### src/rtl/flag_hazard_ctrl_pkg.sv
// Shared processor constants for the flag hazard controller:
// default in-flight depth and the carry/zero flag indices.
package flag_hazard_ctrl_pkg;

  // Un-retired writers per flag: one each in EX, MEM and WB
  localparam int MAX_INFLIGHT_DEF = 3;

  // Flag indices used for the per-flag vectors in the controller
  typedef enum logic [0:0] {
    FLAG_C = 1'b0,
    FLAG_Z = 1'b1
  } flag_idx_e;

  localparam int NUM_FLAGS = 2;

  // Counter width needed to hold the values 0..max_inflight
  function automatic int pend_width(input int max_inflight);
    return $clog2(max_inflight + 1);
  endfunction

endpackage

### src/rtl/flag_pend_counter.sv
// Counts the in-flight writers of one condition flag.
// A clear overrides everything. A simultaneous increment and decrement
// leaves the count unchanged. An illegal step (decrement at zero or
// increment at the limit) holds the count and raises err for one cycle.
module flag_pend_counter
  import flag_hazard_ctrl_pkg::*;
#(
  parameter int MAX = MAX_INFLIGHT_DEF,
  parameter int CW  = pend_width(MAX_INFLIGHT_DEF)
) (
  input  logic          clk,
  input  logic          rst,
  input  logic          inc,
  input  logic          dec,
  input  logic          clr,
  output logic [CW-1:0] count,
  output logic          full,
  output logic          empty,
  output logic          err
);

  localparam logic [CW-1:0] MAX_CNT = CW'(MAX);
  localparam logic [CW-1:0] ONE     = CW'(1);

  logic [CW-1:0] count_q;
  logic [CW-1:0] count_d;

  assign count = count_q;
  assign full  = (count_q == MAX_CNT);
  assign empty = (count_q == '0);

  // A retire with nothing pending is an underflow even during a flush,
  // because WB is older than the flush point.
  assign err = (dec & ~inc & empty) | (~clr & inc & ~dec & full);

  // Next-count selection: clear, then +1 / -1, saturating at both ends
  always_comb begin
    count_d = count_q;
    if (clr) begin
      count_d = '0;
    end else if (inc && !dec) begin
      if (!full) count_d = count_q + ONE;
    end else if (dec && !inc) begin
      if (!empty) count_d = count_q - ONE;
    end
  end

  // Count register, cleared asynchronously by the active-low reset
  always_ff @(posedge clk or negedge rst) begin
    if (!rst) count_q <= '0;
    else      count_q <= count_d;
  end

endmodule

### src/rtl/flag_hazard_ctrl.sv
// Carry/zero flag hazard controller: stalls decode while a flag it reads
// has un-retired writers (or its writer tracking is full), forwards WB
// flag writes to the flag register and keeps a sticky error bit.
module flag_hazard_ctrl
  import flag_hazard_ctrl_pkg::*;
#(
  parameter int MAX_INFLIGHT = MAX_INFLIGHT_DEF,
  localparam int CW = $clog2(MAX_INFLIGHT + 1)
) (
  input  logic          clk,
  input  logic          rst,
  input  logic          id_valid,
  input  logic          id_rd_c,
  input  logic          id_rd_z,
  input  logic          id_wr_c,
  input  logic          id_wr_z,
  output logic          id_stall,
  input  logic          flush,
  input  logic          wb_valid,
  input  logic          wb_wr_c,
  input  logic          wb_wr_z,
  input  logic          wb_carry,
  input  logic          wb_zero,
  output logic          carry_wr,
  output logic          zero_wr,
  output logic          carry_in,
  output logic          zero_in,
  output logic [CW-1:0] pend_c,
  output logic [CW-1:0] pend_z,
  output logic          err
);

  logic [NUM_FLAGS-1:0] rd_vec;
  logic [NUM_FLAGS-1:0] wr_vec;
  logic [NUM_FLAGS-1:0] retire_vec;
  logic [NUM_FLAGS-1:0] full_vec;
  logic [NUM_FLAGS-1:0] empty_vec;
  logic [NUM_FLAGS-1:0] err_vec;
  logic [NUM_FLAGS-1:0] stall_vec;
  logic [CW-1:0]        count_arr [NUM_FLAGS];
  logic                 issue;
  logic                 err_q;
  logic                 err_d;

  assign rd_vec[FLAG_C]     = id_rd_c;
  assign rd_vec[FLAG_Z]     = id_rd_z;
  assign wr_vec[FLAG_C]     = id_wr_c;
  assign wr_vec[FLAG_Z]     = id_wr_z;
  assign retire_vec[FLAG_C] = wb_valid & wb_wr_c;
  assign retire_vec[FLAG_Z] = wb_valid & wb_wr_z;

  // A full tracker only blocks a new writer if no slot frees up this cycle
  assign id_stall = id_valid & (|stall_vec);
  assign issue    = id_valid & ~id_stall & ~flush;

  // WB is older than any flush, so retiring writes always reach the register
  assign carry_wr = retire_vec[FLAG_C];
  assign zero_wr  = retire_vec[FLAG_Z];
  assign carry_in = wb_carry;
  assign zero_in  = wb_zero;

  assign pend_c = count_arr[FLAG_C];
  assign pend_z = count_arr[FLAG_Z];
  assign err    = err_q;

  genvar gi;
  generate
    for (gi = 0; gi < NUM_FLAGS; gi++) begin : g_flag
      assign stall_vec[gi] = (rd_vec[gi] & ~empty_vec[gi]) |
                             (wr_vec[gi] & full_vec[gi] & ~retire_vec[gi]);

      flag_pend_counter #(
        .MAX (MAX_INFLIGHT),
        .CW  (CW)
      ) u_cnt (
        .clk   (clk),
        .rst   (rst),
        .inc   (issue & wr_vec[gi]),
        .dec   (retire_vec[gi]),
        .clr   (flush),
        .count (count_arr[gi]),
        .full  (full_vec[gi]),
        .empty (empty_vec[gi]),
        .err   (err_vec[gi])
      );
    end
  endgenerate

  // Error accumulates any counter misuse until the next reset
  always_comb begin
    err_d = err_q | (|err_vec);
  end

  // Sticky error register
  always_ff @(posedge clk or negedge rst) begin
    if (!rst) err_q <= 1'b0;
    else      err_q <= err_d;
  end

endmodule

### config.mk
export PLATFORM = sky130hd
export DESIGN_NAME = flag_hazard_ctrl
export DESIGN_NICKNAME = d
export VERILOG_FILES = /design/src/rtl/flag_hazard_ctrl_pkg.sv /design/src/rtl/flag_pend_counter.sv /design/src/rtl/flag_hazard_ctrl.sv
export SDC_FILE = /design/constraint.sdc
export NUM_CORES = 1
export LEC_CHECK = 0
export CAP_MARGIN = 10
export CORE_AREA = 2 2 39 41
export DETAILED_ROUTE_END_ITERATION = 10
export DIE_AREA = 0 0 41 43
export PLACE_DENSITY = 0.67
export SLEW_MARGIN = 30
export SYNTH_ARGS = -nofsm -noshare
export SYNTH_HDL_FRONTEND = slang
export SYNTH_SLANG_ARGS = --single-unit
### constraint.sdc
create_clock -name clk -period 3.3 [get_ports clk]
set_input_delay 0.825 -clock clk [delete_from_list [all_inputs] [get_ports clk]]
set_output_delay 0.825 -clock clk [all_outputs]
set_load 0.01 [all_outputs]
==> results of run 1 <==
sequential cells by signal (all words and copies together) (netlist names):
name / cells
g_flag.u_cnt.count: 4
err: 1
cell families after synthesis:
| kind of cell | count (synthesis) | synth area share (%) |
|---|---|---|
| compound gates | 15 | 25.2 |
| buf+inv | 4 | 5.45 |
| flops | 5 | 30.3 |
| simple gates | 25 | 39.1 |
metal layers:
metal,wire (µm),GRT usage [%],vias to the layer above,share of wire (%)
met5,0,0,-,0
met4,0,8.67,0,0
met3,69,6.81,0,6.8
met2,511,19.1,16,50
met1,441,17.5,213,43
li1,-,-,221,-
worst max-delay path by stage:
stage | startpoint | end | slack (ns) | cells past startpoint
after floorplan | wb_valid | id_stall | 0.95 | 5
after global placement | wb_valid | id_stall | 0.1 | 7
after detailed placement | wb_valid | id_stall | 0.06 | 7
after CTS | wb_valid | id_stall | 0.06 | 7
after global routing | wb_valid | id_stall | 0.007 | 7
final | wb_valid | id_stall | 0.07 | 7
cells in the mapped netlist:
master / count / area, µm²
a21boi_0: 1 / 7.51
a21oi_1: 2 / 10.0
a31oi_1: 1 / 6.26
a41oi_2: 1 / 16.3
buf_4: 2 / 15.0
dfrtp_1: 5 / 125
inv_1: 2 / 7.51
nand2_1: 4 / 15.0
nand2_2: 2 / 12.5
nand2b_1: 1 / 6.26
nand3_1: 2 / 10.0
nand3_2: 1 / 10.0
nand3b_1: 1 / 7.51
nand4_1: 1 / 6.26
nor2_1: 4 / 15.0
nor2_4: 1 / 11.3
nor2b_2: 1 / 8.76
nor3_1: 1 / 5.00
nor3b_1: 1 / 7.51
nor4_2: 1 / 12.5
nor4b_1: 1 / 8.76
o211ai_1: 1 / 7.51
o21ai_0: 3 / 15.0
o21ai_1: 3 / 15.0
o22ai_1: 1 / 6.26
o31ai_1: 1 / 7.51
o31ai_2: 1 / 12.5
or2b_1: 1 / 7.51
or3b_1: 2 / 17.5
worst register-to-register path, cell delays in order (launching register included):
cell	delay (ns)
dfrtp_1	0.46
o21ai_1	0.20
nand2_2	0.12
or3b_1	0.41
a31oi_1	0.17
o31ai_1	0.09
final cells by class:
cell class	instances	area, µm²	share of cell area, %
Tap cell	16	20.0	3.17
Inverter	2	7.51	1.19
Multi-Input combinational cell	40	265	42.0
Sequential cell	5	125	19.8
Timing Repair Buffer	19	188	29.7
Clock buffer	4	26.3	4.16
through the flow:
step	util (%)	hold slack [ns]	instances	total power (W)	cell area [µm²]
2_1_floorplan	-	0.509	49	0.0000824	413
3_3_place_gp	43.8	0.482	82	0.000104	606
3_5_place_dp	43.8	0.491	82	0.000104	606
4_1_cts	45.7	0.500	86	0.000177	632
5_1_grt	45.7	0.505	86	0.000187	632
6_report	45.7	0.489	86	0.000174	632
power by group through the flow:
stage	registers (W)	logic [W]	clock network, W
after CTS	0.0000653	0.0000384	0.0000738
after global routing	0.0000655	0.0000411	0.0000806
after floorplan	0.0000662	0.0000162	0
after global placement	0.0000662	0.0000379	0
final	0.0000653	0.0000380	0.0000704
after detailed placement	0.0000662	0.0000381	0
==> key figures, run 1 <==
Critical path
  • Critical-path maximum fanout: 6
  • Top Family by Delay on Critical Path: buffers and inverters
  • Worst path most repeated cell: clkdlybuf4s50_1
  • Worst EP arrival: 2.41 ns
  • Worst path buffer plus inverter count: 3
  • RR Endpoint: err$_DFF_PN0_
  • Reg-to-reg setup timing slack: about 1.7 ns
  • CP max stage delay: 0.57 ns
  • CP endpoint kind: primary output
  • Slowest-stage cell, CP: clkdlybuf4s50_1
  • Required @ worst endpoint: 2.47 ns
  • Critical R2R Launch: g_flag[1].u_cnt.count[1]$_DFFE_PN0P_
  • CP Class: input pin to primary output
  • Critical-path cell list: clkdlybuf4s50_1, nand2_2, inv_1, nor2_4, nor2_1, a21boi_0, clkdlybuf4s50_1
  • CP Launch Type: input pin
  • Worst r2r path cells: 5

Global routing
  • Congestion Overflow GR: 0
  • First-pass GRT wire length: between 1.5 and 2 mm
  • Global Route Usage Sum: about 14%
  • Vias in the first global route: approximately 380
  • Largest net degree at the start of global routing: 10
  • Antenna violations before repair: 0

Detailed routing
  • Pre-Repair DR Iteration Count: 4
  • Routed wire length per instance: between 10 and 15 µm
  • Final WL: 1.02 mm
  • Antenna-violating nets left: 0
  • Initial detailed-routing violation count: 10
  • DRC Markers: 0
  • DR vias: 450
  • Post-DR vias/cell: roughly 5.2

Floorplan
  • Die width: approximately 40 µm
  • Initial Util: 29.8%
  • Core area: around 0.0014 mm²
  • Die ar.: 0.00176 mm²
  • Die span in y: approximately 43 µm
  • Row cnt: 14
  • IO Count: 23

Yosys
  • Syn Area/Cell: between 8 and 9 µm²
  • Net Count, Synth: 62
  • #FFs+latches synth: 5
  • Synthesis warning total: 0
  • Post-synth cell types: 29
  • Seq/Total Area, Yosys: a little under a third
  • Synth Instances: between 40 and 50
  • Post-synthesis cell area: about 410 µm²

STA
  • Tightest Pin Transition: roughly 0.34 ns
  • Worst slew margin: between 70 and 80%
  • Smallest setup slack after layout: about 0.068 ns
  • Final period util: slightly below 100%
  • Setup Viol. Count Final: 0
  • Setup TNS: 0 ns
  • Max Clk Rate: 0.309 GHz
  • Final Hold Fails: 0
  • Final slew viol count: 0
  • Skew final: approximately 0.00033 ns
  • RSZ-0062 raised after global routing: false
  • Min Tclk post-route: ~3.2 ns

Clock network
  • CTS tree: yes
  • Post_cts resized: 0
  • Clk slew on worst S/H paths: 0.04 ns
  • Inserted Clock Buffers: 3
  • Postcts setup bufs: 0
  • CTS Root Cell: clkbuf_4
  • H-tree lvl count: 1
  • Maximum buffer depth of the clock tree: 2
  • Worst-skew pair later-pin latency: approximately 0.24 ns
  • Num Clock Sinks: 5
  • Hold-fix buffers, CTS: 0

Power and ir drop
  • Sequential power share: a little under two fifths
  • Peak VDD IR: around 130 µV
  • Clock power frac: between 40% and 50%
  • P per Cell Area: 275 mW/mm²
  • Int Power: ~0.00013 W
  • Comb pwr share: between 20% and 30%
  • Static Leak: approximately 0.22 nW
  • Total net switching power: 0.0000438 W
  • Sw frac: roughly a quarter

Place
  • Pre-CTS WS: around 0.062 ns
  • IO buf count: 18
  • Final Wtd Congestion: roughly 0.76
  • DPL Wire Length: approximately 800 µm

Cells and area
  • Share of cells above drive strength 1: approximately 17%
  • Most frequent cells in the layout: clkdlybuf4s50_1 (18), dfrtp_1 (5), nand2_1 (4), nor2_1 (4)
  • Number of diodes: 0
  • Fin nets: between 80 and 90
  • Layout area overhead: 53.0%
  • Number of fill cells: ~150
  • Most common cell after layout, fill and taps aside: clkdlybuf4s50_1

Outcome
  • Status: complete, no violations

Hold path
  • Hold Path Cell Cnt: 2
  • End point of the worst hold path: err$_DFF_PN0_
  • Worst Hold Class: flip-flop to flip-flop
  • Hold_sp: err$_DFF_PN0_

Run
  • Max_cap viols: 0
Note: power is estimated with default switching activity, not from simulation.
==> run 2, diff against run 1 <==
--- a/config.mk
+++ b/config.mk
@@ -10,7 +10,7 @@
 export DETAILED_ROUTE_END_ITERATION = 10
 export DIE_AREA = 0 0 41 43
 export PLACE_DENSITY = 0.67
-export SLEW_MARGIN = 30
+export SLEW_MARGIN = 20
 export SYNTH_ARGS = -nofsm -noshare
 export SYNTH_HDL_FRONTEND = slang
 export SYNTH_SLANG_ARGS = --single-unit
==> results of run 2 <==
Same layout as run 1: the final DEF is identical, and so are final timing and power.
